`src/rtl/exu_oitf_pkg.sv`:
```
// exu_oitf_pkg: widths and pointer type shared by the outstanding instruction track FIFO.
package exu_oitf_pkg;
   localparam int ITAG_WIDTH  = 2;
   localparam int RFIDX_WIDTH = 5;
   localparam int OITF_DEPTH  = 2**ITAG_WIDTH;
   // MSB is the wrap flag that tells full from empty when the indices coincide
   typedef logic [ITAG_WIDTH:0] oitf_ptr_t;
endpackage

```
`src/rtl/exu_oitf.sv`:
```
// exu_oitf: in-order tracker of in-flight long-pipe instructions with RAW/WAW hazard lookup.
module exu_oitf
   import exu_oitf_pkg::*;
(
   input  logic                   clk,
   input  logic                   rst_n,
   input  logic                   dis_ena,
   output logic                   dis_ready,
   output logic [ITAG_WIDTH-1:0]  dis_ptr,
   input  logic                   dis_rdwen,
   input  logic [RFIDX_WIDTH-1:0] dis_rdidx,
   input  logic                   disp_rs1en,
   input  logic [RFIDX_WIDTH-1:0] disp_rs1idx,
   input  logic                   disp_rs2en,
   input  logic [RFIDX_WIDTH-1:0] disp_rs2idx,
   input  logic                   disp_rdwen,
   input  logic [RFIDX_WIDTH-1:0] disp_rdidx,
   output logic                   oitfrd_match_rs1,
   output logic                   oitfrd_match_rs2,
   output logic                   oitfrd_match_rd,
   input  logic                   ret_ena,
   output logic [ITAG_WIDTH-1:0]  ret_ptr,
   output logic                   ret_rdwen,
   output logic [RFIDX_WIDTH-1:0] ret_rdidx,
   output logic                   oitf_empty
);
   localparam int PTR_W = ITAG_WIDTH;

   function automatic oitf_ptr_t ptr_inc(input oitf_ptr_t p);
      return (p[PTR_W-1:0] == PTR_W'(OITF_DEPTH-1)) ? {~p[PTR_W], {PTR_W{1'b0}}} : p + oitf_ptr_t'(1);
   endfunction

   oitf_ptr_t              alc_q, alc_d, ret_q, ret_d;
   logic [OITF_DEPTH-1:0]  vld_q, rdwen_q, m_rs1, m_rs2, m_rd;
   logic [RFIDX_WIDTH-1:0] rdidx_q [OITF_DEPTH];
   logic                   full, alc_fire, ret_fire;

   assign oitf_empty = (alc_q == ret_q);
   assign full       = (alc_q[PTR_W-1:0] == ret_q[PTR_W-1:0]) & (alc_q[PTR_W] != ret_q[PTR_W]);
   assign dis_ready  = ~full;
   assign alc_fire   = dis_ena & ~full;
   assign ret_fire   = ret_ena & ~oitf_empty;
   assign alc_d      = alc_fire ? ptr_inc(alc_q) : alc_q;
   assign ret_d      = ret_fire ? ptr_inc(ret_q) : ret_q;

   assign dis_ptr    = alc_q[PTR_W-1:0];
   assign ret_ptr    = ret_q[PTR_W-1:0];
   assign ret_rdwen  = vld_q[ret_ptr] & rdwen_q[ret_ptr];
   assign ret_rdidx  = rdidx_q[ret_ptr];

   always_ff @(posedge clk or negedge rst_n) begin
      if (!rst_n) begin
         alc_q <= '0;
         ret_q <= '0;
      end else begin
         alc_q <= alc_d;
         ret_q <= ret_d;
      end
   end

   // both pointers firing implies neither empty nor full, so they never hit the same slot
   always_ff @(posedge clk or negedge rst_n) begin
      if (!rst_n) begin
         vld_q   <= '0;
         rdwen_q <= '0;
         for (int k = 0; k < OITF_DEPTH; k++) rdidx_q[k] <= '0;
      end else begin
         if (ret_fire) vld_q[ret_ptr] <= 1'b0;
         if (alc_fire) begin
            vld_q[dis_ptr]   <= 1'b1;
            rdwen_q[dis_ptr] <= dis_rdwen;
            rdidx_q[dis_ptr] <= dis_rdidx;
         end
      end
   end

   for (genvar i = 0; i < OITF_DEPTH; i++) begin : g_ent
      assign m_rs1[i] = vld_q[i] & rdwen_q[i] & disp_rs1en & (rdidx_q[i] == disp_rs1idx);
      assign m_rs2[i] = vld_q[i] & rdwen_q[i] & disp_rs2en & (rdidx_q[i] == disp_rs2idx);
      assign m_rd[i]  = vld_q[i] & rdwen_q[i] & disp_rdwen & (rdidx_q[i] == disp_rdidx);
   end

   // x0 is hardwired zero, so it can never carry a hazard
   assign oitfrd_match_rs1 = (|m_rs1) & (disp_rs1idx != '0);
   assign oitfrd_match_rs2 = (|m_rs2) & (disp_rs2idx != '0);
   assign oitfrd_match_rd  = (|m_rd)  & (disp_rdidx  != '0);
endmodule

```
`config.mk`:
```
export PLATFORM = sky130hd
export DESIGN_NAME = exu_oitf
export DESIGN_NICKNAME = d
export VERILOG_FILES = /design/src/rtl/exu_oitf_pkg.sv /design/src/rtl/exu_oitf.sv
export SDC_FILE = /design/constraint.sdc
export NUM_CORES = 1
export LEC_CHECK = 0
export CAP_MARGIN = 20
export CORE_MARGIN = 2
export CORE_UTILIZATION = 30
export CTS_BUF_LIST = sky130_fd_sc_hd__clkbuf_8 sky130_fd_sc_hd__clkbuf_16
export DETAILED_ROUTE_END_ITERATION = 10
export PLACE_DENSITY = 0.49
export REMOVE_ABC_BUFFERS = 1
export SYNTH_ARGS = -nofsm -noshare
export SYNTH_HDL_FRONTEND = slang
export SYNTH_SLANG_ARGS = --single-unit
```
`constraint.sdc`:
```
create_clock -name clk -period 3.69 [get_ports clk]
set_input_delay 0.369 -clock clk [delete_from_list [all_inputs] [get_ports clk]]
set_output_delay 0.369 -clock clk [all_outputs]
set_load 0.05 [all_outputs]
```
Word-level counts from Yosys, hierarchy flattened:

Cells that the tools add are included.

* register bits: 34
* bits of input ports: 28
* logic and storage cells: 106

* add/subtract/negate cells: 2
* magnitude comparators: 7
* eq/ne operators: 17
* mux-type cells: 19
* bitwise gates (word level): 44
* reduce and logical (&&, ||, !) cells: 9

Operator list (number)
* == test 5 bit: 12
* AND 1 bit: 35
* bitwise mux 20 bit: 1
* 2-to-1 mux 5 bit: 3
* nonzero test 5 bit: 3
* OR reduction 4 bit: 3
* binary-select mux 5 bit (select 2 bit): 1
* demux 5 bit (select 2 bit): 1
* 2-to-1 mux 4 bit: 2
* adder 3 x 1 -> 3 bit (second input constant): 2
* greater-or-equal comparator 3 bit (second input constant): 2
* less-than comparator 2 x 3 -> 1 bit (second input constant): 2
* 2-to-1 mux 3 bit: 2
* inverter 2 -> 3 bit: 2
* AND 4 bit: 1
* binary-select mux 1 bit (select 2 bit): 2
* bitwise mux 4 bit: 1
* demux 1 bit (select 2 bit): 2
* == test 2 bit (second input constant): 2
* greater-or-equal comparator 2 x 1 -> 1 bit (second input constant): 2
* 2-to-1 mux 1 bit: 4
* inverter 1 bit: 4
* inverter 4 bit: 1
* OR 4 bit: 1
* 5 further kinds: 7

Logic depth before layout (Yosys ltp):

* depth in word-level cells: 9
* mapped depth: 7
* gate-level depth less buffers: 5

Worst setup path before layout:

Ideal clock, no wire load.

* path kind: register to register
* start: register ret_q[1]
* end: register rdidx_q[0] (netlist bit)
* library setup time: 125 ps
* arrival: 1823 ps
* setup slack: 1742 ps
* stages on the path, launching flop included: 8
* clock period less this slack: 1948 ps
* cell sequence: dfrtp_1 -> buf_6 -> xnor2_2 -> nand3_2 -> and2_4 -> buf_12 -> nand2_8 -> mux2_4

* word-level cells in the longest chain between the ends: 4

RTL lines
* start: declaration: RTL line exu_oitf.sv:33 `oitf_ptr_t alc_q, alc_d, ret_q, ret_d;`
* start signal: assignment: RTL line exu_oitf.sv:57 `ret_q <= ret_d;`
* == test 2 bit: RTL line exu_oitf.sv:39 `assign full = (alc_q[PTR_W-1:0] == ret_q[PTR_W-1:0]) & (alc_q[PTR_W] != ret_q[PTR_W]);`
* AND 1 bit: RTL line exu_oitf.sv:39
* inverter 1 bit
* named net dis_ready: RTL line exu_oitf.sv:8 `output logic dis_ready,`
* AND 1 bit: RTL line exu_oitf.sv:41 `assign alc_fire = dis_ena & ~full;`
* end signal: indexed assignment: RTL line exu_oitf.sv:72 `rdidx_q[dis_ptr] <= dis_rdidx;`
* end: declaration: RTL line exu_oitf.sv:35 `logic [RFIDX_WIDTH-1:0] rdidx_q [OITF_DEPTH];`

The timed path passes the listed nets, and every way through them passes these cells.
A chain may end at the register's enable or synchronous reset.

Final worst setup path:

* start: input disp_rdidx[1]
* end: output oitfrd_match_rd

* word-level cells in the longest chain between the ends: 4
* elaborated cells between the ends (all ways): 11

RTL lines
* start: declaration: RTL line exu_oitf.sv:17 `input logic [RFIDX_WIDTH-1:0] disp_rdidx,`
* == test 5 bit: RTL line exu_oitf.sv:80 `assign m_rd[i] = vld_q[i] & rdwen_q[i] & disp_rdwen & (rdidx_q[i] == disp_rdidx);`
* AND 1 bit: RTL line exu_oitf.sv:80
* OR reduction 4 bit: RTL line exu_oitf.sv:86 `assign oitfrd_match_rd = (|m_rd) & (disp_rdidx != '0);`
* AND 1 bit *: RTL line exu_oitf.sv:86
* end: declaration: RTL line exu_oitf.sv:20 `output logic oitfrd_match_rd,`

Mark *: on every way between the ends. The rest lies on a longest branch, timed or not.

==> flow_summary.ini <==
[clock_network]
h-tree-depth = 2
cts.sinks = 34
clockRootBuffer = clkbuf_8
path_clk_slew_ns = 0.07
cts_buffers = 5
post_cts_buffers = 0
clk_path_buf_depth = 2
insertion_delay_ns = 0.28
postCtsHoldBufs = 0
postCtsResizedCells = 0
tritoncts = built

[layout]
drive_gt1_frac = 0.162
area_delta_synth_final_pct = 20.5
diodes = 0
final_util = 0.370
layout.nets = 295

[route]
dr.pass1.iters = 4
wl_um = 6560
drtAntennaViolNets = 0
viasPerCell = 4.83
wl_per_cell_um = 17.8
dr_total_vias = 1777
drtIter0Drc = 123
drc_errors = 0

[die]
die_y_um = 98.0
dieArea_mm2 = 0.00960
ioPinCount = 43
num_rows = 34
die_w_um = 98.0
core_mm2 = 0.00864
start_util = 0.307

[sta]
relSlewSlack = 0.614
skew_ns = 0.00602
tns_ns = 0
setup_viol = 0
finalHoldViolCount = 0
worstMarginPinSlew_ns = 0.579
setup_ws_ns = 0.604
fmax_mhz = 324
final.min_clock_period_ns = 3.09
slew_viol_final = 0
rsz0062_at_grt = no
period_share = 0.836

[grt]
track_usage = 0.140
grt_pass1_vias = 1849
grt_pass1_wl_um = 10400
grt_max_degree = 35
grt_antenna_before_repair = 0
grt-ovfl-total = 0

[synth]
netlist_top_cells_area = dfrtp_1 32%, xor2_1 17%, mux2_4 14%, mux4_1 5.9%, xnor2_1 4.3%
synth.avg_cell_area_um2 = 11.5
ys_seq_area_frac = 0.321
synth_warnings = 0
synth-seq-cells = 34
netlist.top_cell.by_area = dfrtp_1
synth-edff-count = 0
synth.distinct_cells = 25
synth_async_sr_flop_share = 1.00
synth_common_cells = 50 x xor2_1, 34 x dfrtp_1, 24 x mux2_4
syn-cell-area_mm2 = 0.00265
synth_top_area_frac = 0.321
yosys.cell_count.top_type = xor2_1
ys.flop_type = dfrtp_1
netlist_instances = 231

[power]
ir_drop_v = 0.000483
p_leak_nw = 1.40
p_per_area_mw_per_mm2 = 940

[place]
gp_congestion = 0.916
port_buffers = 42
place_hpwl_um = 4800
dp_slack_ns = 0.594

[setup_path]
cp_data_required_time_ns = 3.32
critPathKind = in2out
start_kind = input port
worstPathMaxFanout = 5
arrival_ns = 2.72
cp-end-kind = output pin

[outcome]
outcome = completed

[min_path]
hold_class = in2async

[run]
timing.max_cap.violations = 0
power by group:
group          leakage [nW]  internal [mW]  switching (mW)
Clock                0.0575          0.189           0.135
Sequential            0.403          0.565           0.361
Combinational         0.938          0.849           0.903
stage by stage:
step,area [um^2],cells,hold slack (ns),power [mW]
after floorplan,2520,209,0.0734,2.17
after global placement,3080,360,0.483,2.71
after detailed placement,3080,360,0.484,2.70
after CTS,3190,368,0.501,3.03
after global routing,3190,368,0.520,3.20
final,3190,368,0.499,3.00
flip-flops by register name, indices dropped and copies added, names as in the netlist:
signal	flops
alc_q	3
rdidx_q	20
rdwen_q	4
vld_q	4
ret_q	3
kinds of logic after synthesis:
logic type / after synthesis / synth area share
xor+xnor: 65 / 0.220
simple gates: 53 / 0.140
flops: 34 / 0.321
buf+inv: 31 / 0.0614
mux: 31 / 0.200
compound gates: 9 / 0.0198
fa+ha+maj: 8 / 0.0378
worst max-delay path, stage by stage:
cell and delay, ns:
clkdlybuf4s50_1 0.54, xor2_1 0.20, nor4_1 0.41, nand4_1 0.14, nand4_1 0.11, o21a_1 0.14
clkdlybuf4s50_1 0.80
final cells by class:
class | count | area [um^2]
fill | 841 | 5440
inverter | 9 | 33.8
tap | 108 | 135
timing repair buffer | 43 | 428
clock buffer | 8 | 110
sequential | 34 | 851
multi-input combinational | 166 | 1640
final timing paths:
check | endpoint | cells past startpoint | slack [ns] | startpoint
max in group asynchronous | vld_q[1] | 2 | 2.86 | rst_n
setup / recovery | oitfrd_match_rd | 7 | 0.60 | disp_rdidx[1]
hold / removal | ret_q[1] | 2 | 0.50 | rst_n
hold reg to reg | ret_q[2] | 1 | 0.50 | ret_q[2]
setup reg to reg | rdwen_q[3] | 5 | 1.85 | ret_q[1]
min in group clk | ret_q[2] | 1 | 0.50 | ret_q[2]
metal layers:
layer	track usage	up-vias	wire, um
li1	-	851	-
met1	0.201	859	3210
met2	0.217	57	2930
met3	0.0286	10	307
met4	0.0353	0	107
met5	0	-	0
cell usage in the layout, fill, tap and decap left out:
master	count
xor2_1	50
xnor2_1	13
nand2_8	4
clkdlybuf4s50_1	42
nor4_1	12
mux2_2	1
clkbuf_8	8
nand4_1	16
mux4_1	6
nand3b_1	1
nand2_1	9
ha_1	8
inv_1	9
buf_4	1
mux2_4	24
o21a_1	3
or4_1	3
and2_1	4
xnor2_2	2
nand3_2	1
nor2_1	2
and2_4	1
dfrtp_1	34
o21ai_0	6
(Power assumes the default switching activity.)
